===== config.mk =====
export PLATFORM = sky130hd
export DESIGN_NAME = axis_pkt_router
export DESIGN_NICKNAME = d
export VERILOG_FILES = /design/src/rtl/axis_pkt_router.sv
export SDC_FILE = /design/constraint.sdc
export NUM_CORES = 1
export LEC_CHECK = 0
export CAP_MARGIN = 20
export CELL_PAD_IN_SITES_DETAIL_PLACEMENT = 1
export CELL_PAD_IN_SITES_GLOBAL_PLACEMENT = 1
export CORE_ASPECT_RATIO = 0.5
export CORE_MARGIN = 3
export CORE_UTILIZATION = 31
export DETAILED_ROUTE_END_ITERATION = 7
export GPL_ROUTABILITY_DRIVEN = 0
export PLACE_DENSITY_LB_ADDON = 0.1
export SYNTH_ARGS = -nofsm -noshare
export SYNTH_HDL_FRONTEND = slang
export SYNTH_SLANG_ARGS = --single-unit

===== constraint.sdc =====
create_clock -name clk -period 3.1 [get_ports clk]
set_input_delay 0.62 -clock clk [delete_from_list [all_inputs] [get_ports clk]]
set_output_delay 0.62 -clock clk [all_outputs]
set_load 0.1 [all_outputs]

===== src/rtl/axis_pkt_router.sv =====
// axis_pkt_router: single-input, NUM_PORTS-output AXI-Stream packet router.
// The destination field in each packet's header beat selects the output port.
// Packets with an out-of-range destination are discarded. Saturating counters
// track forwarded and dropped packets.
module axis_pkt_router #(
  parameter int TDATA_WIDTH = 32,
  parameter int NUM_PORTS   = 4,
  parameter int DEST_WIDTH  = 3,
  parameter int DEST_LSB    = 24
) (
  input  logic                   clk,
  input  logic                   rst,
  input  logic [TDATA_WIDTH-1:0] s_axis_tdata,
  input  logic                   s_axis_tlast,
  input  logic                   s_axis_tvalid,
  output logic                   s_axis_tready,
  output logic [TDATA_WIDTH-1:0] m_axis_tdata,
  output logic                   m_axis_tlast,
  output logic [NUM_PORTS-1:0]   m_axis_tvalid,
  input  logic [NUM_PORTS-1:0]   m_axis_tready,
  output logic [15:0]            pkt_count,
  output logic [15:0]            drop_count
);

  localparam int SEL_W = (NUM_PORTS > 1) ? $clog2(NUM_PORTS) : 1;

  typedef enum logic [1:0] {
    IDLE = 2'd0,
    FWD  = 2'd1,
    DROP = 2'd2
  } state_t;

  state_t                 state_q;
  logic                   valid_q;
  logic [TDATA_WIDTH-1:0] data_q;
  logic                   last_q;
  logic [SEL_W-1:0]       sel_q;
  logic [SEL_W-1:0]       route_q;
  logic [15:0]            pkt_q;
  logic [15:0]            drop_q;
  logic [15:0]            pkt_d;
  logic [15:0]            drop_d;

  logic                   sel_ready;
  logic                   drain;
  logic                   accept;
  logic [DEST_WIDTH-1:0]  dest;
  logic                   dest_ok;

  // Handshake decode, header destination decode and saturating counter next values
  always_comb begin
    sel_ready     = m_axis_tready[sel_q];
    drain         = valid_q & sel_ready;
    s_axis_tready = (state_q == DROP) ? 1'b1 : (~valid_q | sel_ready);
    accept        = s_axis_tvalid & s_axis_tready;
    dest          = s_axis_tdata[DEST_LSB +: DEST_WIDTH];
    dest_ok       = ({{(32-DEST_WIDTH){1'b0}}, dest} < 32'(NUM_PORTS));
    pkt_d         = (pkt_q  == 16'hFFFF) ? pkt_q  : pkt_q  + 16'd1;
    drop_d        = (drop_q == 16'hFFFF) ? drop_q : drop_q + 16'd1;
  end

  // Packet FSM, single-entry output register and packet counters.
  // A load in the same cycle as a drain overrides the clear, keeping valid high.
  always_ff @(posedge clk or posedge rst) begin
    if (rst) begin
      state_q <= IDLE;
      valid_q <= 1'b0;
      data_q  <= '0;
      last_q  <= 1'b0;
      sel_q   <= '0;
      route_q <= '0;
      pkt_q   <= '0;
      drop_q  <= '0;
    end else begin
      if (drain) valid_q <= 1'b0;
      unique case (state_q)
        IDLE: begin
          if (accept) begin
            if (dest_ok) begin
              valid_q <= 1'b1;
              data_q  <= s_axis_tdata;
              last_q  <= s_axis_tlast;
              sel_q   <= SEL_W'(dest);
              route_q <= SEL_W'(dest);
              if (s_axis_tlast) pkt_q <= pkt_d;
              else              state_q <= FWD;
            end else begin
              drop_q <= drop_d;
              if (!s_axis_tlast) state_q <= DROP;
            end
          end
        end
        FWD: begin
          if (accept) begin
            valid_q <= 1'b1;
            data_q  <= s_axis_tdata;
            last_q  <= s_axis_tlast;
            sel_q   <= route_q;
            if (s_axis_tlast) begin
              pkt_q   <= pkt_d;
              state_q <= IDLE;
            end
          end
        end
        DROP: begin
          if (accept && s_axis_tlast) state_q <= IDLE;
        end
        default: state_q <= IDLE;
      endcase
    end
  end

  // Output port mapping from the output register
  always_comb begin
    m_axis_tvalid = valid_q ? (NUM_PORTS'(1) << sel_q) : '0;
    m_axis_tdata  = data_q;
    m_axis_tlast  = last_q;
    pkt_count     = pkt_q;
    drop_count    = drop_q;
  end

endmodule

Word-level counts from Yosys, hierarchy flattened

Index checks and enable logic that the tools add are counted.

Add/subtract/negate cells: 2
Order comparisons: 2
Equality and inequality tests: 10
Shift operators: 1
Muxes and demuxes: 35
Bitwise logic cells: 6
Reduce and logical (&&, ||, !) cells: 7

Operators by type and width:

| kind                                                        | number |
|---|---|
| 2-to-1 mux 32 bit                                           | 3 |
| 2-to-1 mux 16 bit                                           | 5 |
| one-hot mux 32 bit (2 select lines)                         | 1 |
| adder 16 x 1 -> 16 bit (second input constant)              | 2 |
| equality test 16 bit (second input constant)                | 2 |
| one-hot mux 16 bit (2 select lines)                         | 1 |
| 2-to-1 mux 2 bit                                            | 10 |
| != test 2 bit (second input constant)                       | 5 |
| 2-to-1 mux 1 bit                                            | 9 |
| AND reduction 4 bit                                         | 2 |
| one-hot mux 2 bit (3 select lines)                          | 1 |
| AND reduction 5 bit                                         | 1 |
| 2-to-1 mux 4 bit                                            | 1 |
| one-hot mux 1 bit (2 select lines)                          | 2 |
| one-hot mux 2 bit (2 select lines)                          | 1 |
| << shifter 1 x 2 -> 4 bit (first input constant)            | 1 |
| less-than comparator 2 x 3 -> 1 bit (second input constant) | 1 |
| less-than comparator 3 bit (second input constant)          | 1 |
| inverter 1 bit                                              | 3 |
| AND reduction 3 bit                                         | 1 |
| bitwise AND 1 bit                                           | 2 |
| binary-select mux 1 bit (select 2 bit)                      | 1 |
| equality test 2 x 1 -> 1 bit (second input constant)        | 1 |
| equality test 2 bit (second input constant)                 | 1 |
| 5 further kinds                                             | 5 |

Register bits after elaboration: 72
Input port bits: 40
Output and inout bits: 70
Logic and storage cells: 71

Longest topological paths before layout

Gate-level depths: netlist of run 1.

Word-level depth: 8
Gate-level depth with buffers: 7
Depth with buffers taken out: 6

Worst setup path before layout of run 1

Ideal clock, no wire load.

Kind: register to output
Start: register state_q[0]
End: output s_axis_tready
Arrival: 2,538 ps
Required time: 2,480 ps
Slack: -58 ps
Stages on the path, launching flop included: 2
Buffers on the path: 0
Cell sequence: dfrtp_1 -> o21ai_0

Word-level cells in the longest chain between the ends: 2

Ends and longest elaborated chain:

| what                   | line | text |
|---|---|---|
| from (decl)            | 33   | `state_t state_q;` |
| from (signal assigned) | 66   | `state_q <= IDLE;` |
| from (signal assigned) | 86   | `else state_q <= FWD;` |
| from (signal assigned) | 89   | `if (!s_axis_tlast) state_q <= DROP;` |
| equality test 2 bit    | 54   | `s_axis_tready = (state_q == DROP) ? 1'b1 : (~valid_q \| sel_ready);` |
| 2-to-1 mux 1 bit       | 54   |  |
| to (decl)              | 16   | `output logic s_axis_tready,` |

Every way passes these cells.

Final worst setup path of run 1

Start: input m_axis_tready[1]
End: output s_axis_tready

Word-level cells in the longest chain between the ends: 4

Ends and longest elaborated chain:

| what                                   | line | text |
|---|---|---|
| from (decl)                            | 20   | `input logic [NUM_PORTS-1:0] m_axis_tready,` |
| binary-select mux 1 bit (select 2 bit) | 52   | `sel_ready = m_axis_tready[sel_q];` |
| 2-to-1 mux 1 bit (implied by the code) | 52   |  |
| bitwise OR 1 bit                       | 54   |  |
| 2-to-1 mux 1 bit                       | 54   |  |

Every way passes these cells. The select of a mux whose other input is x is not followed.

==> reports/metrics.csv, run 1 <==
metric;value;unit
status;finished, final reports clean;
CTS tree;done;
FP Rows;25;
Worst-path clk slew;60;ps
GR Util met1;18.46;%
R2R depth;5;
die span in x;151.8;um
Worst slew margin;59.05;%
Endpoint, Worst Hold;m_axis_tlast$_DFFE_PP0P_;
vias post-DR;2451;
Area contributors post-synth;dfrtp_1, mux2_1, xnor2_1;
Worst setup EP type;output pin;
Max Clk Rate;384.0;MHz
post-CTS setup buffer count;0;
Async SR Flop Fraction;100.0;%
critical path startpoint;m_axis_tready[1];
Root Driver;clkbuf_16;
CTS Buf Count;9;
Synth area leader;dfrtp_1;
pin count of the biggest net entering global routing;45;
Port Buffers;109;
Period Utilization, post-route;84.00;%
FF-to-FF End;pkt_count[1]$_DFFE_PP0P_;
Antenna Nets Post-Route;0;
DRC;0;
Starting DRT DRC Count;90;
FF-to-FF Start;pkt_count[0]$_DFFE_PP0P_;
CTS resizes;0;
Worst EP required;2480;ps
CP Data Arrival Time;1980;ps
clock sinks;72;
met2 usage;25.53;%
synth unique cells;45;
Chip Height;78.88;um
die area;11970;um2
Cell Count, Final, Fillers Out;517;
Final setup viols;0;
initial antenna violation count;0;
final setup skew;6.581;ps
worst reg-to-reg setup slack;900;ps
total track usage;15.04;%
Avg WL per Cell;16.72;um
max cap viols;0;
Final HPWL DP;6455;um
syn_area_per_cell;12.62;um2
CTS Hold Bufs;0;
Ant. Diodes;0;
htree depth;3;
sequential-to-total area share from yosys stat;54.71;%
Post-synth top flop;dfrtp_1;
Worst Path Max Fanout;5;
first-pass GRT wire length;13960;um
core area;9884;um2
Final Slew Violations;0;
Worst Hold Depth;1;
vias in the first global route;2672;
setup TNS;0;ps
hold path startpoint;m_axis_tlast$_DFFE_PP0P_;
Setup CP Type;in2out;
Initial Utilization;33.32;%
CTS max path bufs;2;
grt ovf;0;
final hold vios;0;
Syn. warnings;0;
number of synthesized flops with an enable pin;0;
vias per cell;4.741;
GR Layer Usage met3;5.359;%
Synth Register Bits;72;
Syn Inst Count;261;
Final nets;419;
io pins;110;
syn_nets;303;
RSZ-0062 raised after global routing;no;
first-pass detailed-route iteration total;6;
Synth top area share;54.71;%
Tmin final;2604;ps
Worst Setup Start Kind;primary input;
Placed Cells;501;
Slew @ Worst Pin;613.3;ps
Hold Crit Class;reg2reg;
Routed WL;8643;um
worst skew pair latency;330;ps
gr busiest metal;met2;
synthesized area;3293;um2
area grow syn2layout;43.01;%
layout cell share with drive strength beyond 1;30.10;%
routing by layer:
metal / share of wire (%) / vias up
met5: 0 / -
met4: 0.89 / 0
met3: 7.8 / 9
met2: 47 / 81
met1: 44 / 1198
li1: - / 1163
Yosys cell counts (all sizes together), types with 2 or more instances:
| library cell | instances |
|---|---|
| a31oi | 3 |
| and2 | 3 |
| and3 | 2 |
| buf | 5 |
| dfrtp | 72 |
| ha | 2 |
| inv | 9 |
| mux2 | 38 |
| mux2i | 3 |
| nand2 | 17 |
| nand2b | 3 |
| nand3 | 16 |
| nand4 | 15 |
| nor2 | 16 |
| nor3 | 8 |
| nor4 | 3 |
| o21ai | 3 |
| or4 | 2 |
| xnor2 | 17 |
| xor2 | 11 |
layout make-up:
| type | instances | area (um2) |
|---|---|---|
| Clock inverter | 6 | 116.4 |
| Inverter | 9 | 33.78 |
| Clock buffer | 10 | 229.0 |
| Fill cell | 1065 | 5175 |
| Sequential cell | 72 | 1802 |
| Timing Repair Buffer | 110 | 948.4 |
| Tap cell | 135 | 168.9 |
| Multi-Input combinational cell | 175 | 1411 |
logic make-up (layout without fill, tap and decap cells):
kind of cell    after synthesis  count (layout)  share of synthesized area, %
simple gates                 90              90                         16.64
flops                        72              72                         54.71
mux                          41              41                         14.36
xor+xnor                     28              28                         7.447
compound gates               14              14                         3.648
buf+inv                      14             135                         2.431
fa+ha+maj                     2               2                        0.7598
registers in the layout, indices dropped and copies added (netlist names):
register / cells
state_q: 2
valid_q: 1
m_axis_tdata: 32
m_axis_tlast: 1
route_q: 2
drop_count: 16
sel_q: 2
pkt_count: 16
through the flow:
step           area [um2]  hold slack (ps)  setup slack, ps  utilization (%)
6_report             4710            488.5            496.1            47.65
5_1_grt              4710            518.7            432.7            47.65
4_1_cts              4710            493.6            471.5            47.65
3_5_place_dp         4364            480.1            414.1            44.15
3_3_place_gp         4364            469.7            503.5            44.15
2_1_floorplan        3293            452.1            450.9                -
cells in the final DEF, fill, tap and decap left out, types with 2 or more instances in the layout:
cell type | Yosys | routed
clkdlybuf4s50_1 | 0 | 39
bufinv_16 | 0 | 3
inv_1 | 9 | 8
and2_1 | 3 | 3
mux2_1 | 27 | 27
clkbuf_16 | 0 | 9
ha_1 | 2 | 2
buf_4 | 1 | 69
xnor2_1 | 17 | 17
and3_1 | 2 | 2
mux2_2 | 7 | 7
buf_12 | 0 | 2
mux2_4 | 4 | 4
clkinv_4 | 0 | 2
nor2_1 | 16 | 16
nor4_1 | 2 | 2
dfrtp_1 | 72 | 72
a31oi_1 | 3 | 3
mux2i_1 | 3 | 3
xor2_1 | 11 | 11
nand2_1 | 17 | 17
nand2b_1 | 2 | 2
nor3_1 | 2 | 2
o21ai_0 | 3 | 2
nor3_2 | 5 | 5
nand3_1 | 14 | 14
nand4_1 | 14 | 14
how the worst max path moves through the flow:
stage | endpoint | slack [ps] | depth (start not counted)
2_1_floorplan | drop_count[1]$_DFFE_PP0P_ | 450 | 5
3_3_place_gp | m_axis_tdata[22]$_DFFE_PP0P_ | 500 | 5
3_5_place_dp | m_axis_tdata[0]$_DFFE_PP0P_ | 410 | 5
4_1_cts | s_axis_tready | 470 | 5
5_1_grt | s_axis_tready | 430 | 5
6_report | s_axis_tready | 500 | 5
critical path: stages:
cell and delay, ps:
clkdlybuf4s50_1 410, mux2_4 300, o22ai_4 270, o21ai_1 180
buf_12 200
Power of run 1 is left out: the tool's default activity adds up to more than one toggle a clock period on the data nets, which glitch-free logic cannot reach.
==> run 2, diff against run 1 <==
- clock period: 3.1 -> 2.7 ns (I/O delays scaled with it)
==> reports/metrics.csv, run 2 (same netlist as run 1, synthesis figures left out) <==
metric;value;unit;change
status;finished, final reports clean;;unchanged
CTS Buf Count;9;;unchanged
htree depth;3;;unchanged
Root Driver;clkbuf_16;;unchanged
Ant. Diodes;0;;unchanged
Endpoint, Worst Hold;m_axis_tlast$_DFFE_PP0P_;;unchanged
R2R depth;5;;unchanged
commonest non-fill, non-tap cell in the layout;dfrtp_1;;unchanged
Worst-path clk slew;60;ps;about the same
Routed WL;8651;um;was 8643 um
Crit-path slowest cell;clkdlybuf4s50_1;;unchanged
CP delay by family, top;buffers and inverters;;unchanged
clock sinks;72;;unchanged
Initial Utilization;33.32;%;unchanged
area grow syn2layout;43.01;%;unchanged
grt ovf;0;;unchanged
Final setup viols;0;;unchanged
most frequent cells in the layout;dfrtp_1, buf_4, clkdlybuf4s50_1, mux2_1;;unchanged
worst reg-to-reg setup slack;530;ps;was 900 ps
Worst slew margin;55.74;%;was 59.05%
layout cell share with drive strength beyond 1;30.73;%;was 30.10%
Worst Hold Depth;1;;unchanged
vias per cell;4.852;;was 4.741
Tmin final;2441;ps;
FP Rows;25;;unchanged
Worst EP required;2160;ps;was 2480 ps
Avg WL per Cell;16.67;um;was 16.72 um
first-pass GRT wire length;13630;um;was 13960 um
Final Slew Violations;0;;unchanged
Slew @ Worst Pin;663.0;ps;was 613.3 ps
Setup CP Type;in2out;;unchanged
worst path buffer plus inverter count;2;;unchanged
hold path startpoint;m_axis_tlast$_DFFE_PP0P_;;unchanged
CTS tree;done;;unchanged
FF-to-FF Start;drop_count[0]$_DFFE_PP0P_;;was pkt_count[0]$_DFFE_PP0P_
Max Clk Rate;409.7;MHz;
Period Utilization, post-route;90.41;%;
core area;9884;um2;unchanged
Final HPWL DP;6543;um;was 6455 um
worst skew pair latency;330;ps;about the same
CP Data Arrival Time;1900;ps;was 1980 ps
Hold Crit Class;reg2reg;;unchanged
die area;11970;um2;unchanged
Worst Path Max Fanout;5;;unchanged
io pins;110;;unchanged
Antenna Nets Post-Route;0;;unchanged
vias post-DR;2518;;was 2451
FF-to-FF End;drop_count[1]$_DFFE_PP0P_;;was pkt_count[1]$_DFFE_PP0P_
vias in the first global route;2604;;was 2672
Worst setup EP type;output pin;;unchanged
final setup skew;6.992;ps;was 6.581 ps
initial antenna violation count;0;;unchanged
setup TNS;0;ps;unchanged
first-pass detailed-route iteration total;4;;was 6
Port Buffers;109;;unchanged
pin count of the biggest net entering global routing;37;;was 45
final hold vios;0;;unchanged
CTS max path bufs;2;;unchanged
DRC;0;;unchanged
cells along the critical path;clkdlybuf4s50_1 > mux2_4 > o22ai_4 > o21ai_1 > buf_12;;unchanged
total track usage;14.73;%;was 15.04%
number of flip-flops in the largest register;32;;unchanged
CTS resizes;0;;unchanged
max cap viols;0;;unchanged
post-CTS setup buffer count;0;;unchanged
Starting DRT DRC Count;72;;was 90
die span in x;151.8;um;unchanged
Final nets;421;;was 419
RSZ-0062 raised after global routing;no;;unchanged
CP peak stage delay;410;ps;about the same
CTS Hold Bufs;0;;unchanged
Worst Setup Start Kind;primary input;;unchanged
Chip Height;78.88;um;unchanged
[run 2: changes by cell type in the layout (fill, tap and decap cells not counted)]
cell / before / now
buf_4: 69 / 71
bufinv_16: 3 / 2
clkbuf_1: 1 / 0
clkbuf_8: 0 / 1
clkinv_2: 0 / 1
[run 2: layout make-up]
| type | count | area (um2) |
|---|---|---|
| fillers | 1043 | 5175 |
| flip-flops and latches | 72 | 1802 |
| multi-input cells | 175 | 1411 |
| repair buffers | 112 | 963.4 |
| clock buffers | 10 | 239.0 |
| well taps | 135 | 168.9 |
| clock inverters | 6 | 91.34 |
| inverters | 9 | 33.78 |
[run 2: how the worst max path moves through the flow]
stage,from,end,slack (ps),cells after the start
after floorplan,drop_count[0]$_DFFE_PP0P_,drop_count[1]$_DFFE_PP0P_,50,5
after global placement,m_axis_tready[1],s_axis_tready,270,5
after detailed placement,s_axis_tvalid,pkt_count[1]$_DFFE_PP0P_,210,5
after CTS,m_axis_tready[1],s_axis_tready,240,5
after global routing,m_axis_tready[3],s_axis_tready,180,5
final,m_axis_tready[3],s_axis_tready,260,5
[run 2: layer usage]
layer / global-route usage [%] / vias to the layer above / routed length, um
met5: 0 / - / 0
met3: 5.587 / 7 / 620
met4: 3.943 / 0 / 74
met2: 24.82 / 84 / 4106
li1: - / 1168 / -
met1: 17.80 / 1259 / 3849
[run 2: through the flow]
stage	setup WS [ps]	utilization (%)	std cells	area [um2]	hold slack [ps]
2_1_floorplan	50.88	-	261	3293	452.1
3_3_place_gp	267.7	44.30	503	4379	471.7
3_5_place_dp	205.8	44.30	503	4379	483.8
4_1_cts	244.7	47.65	519	4710	497.4
5_1_grt	179.9	47.65	519	4710	503.9
6_report	259.0	47.65	519	4710	488.7
[run 2: worst reg2reg max path: stages (launching register included)]
cell and delay (ps):
dfrtp_1 450, ha_1 220, nand4_2 220, or4_1 600, nand3_2 210, mux2_1 350
Power of run 2 is left out for the same reason.
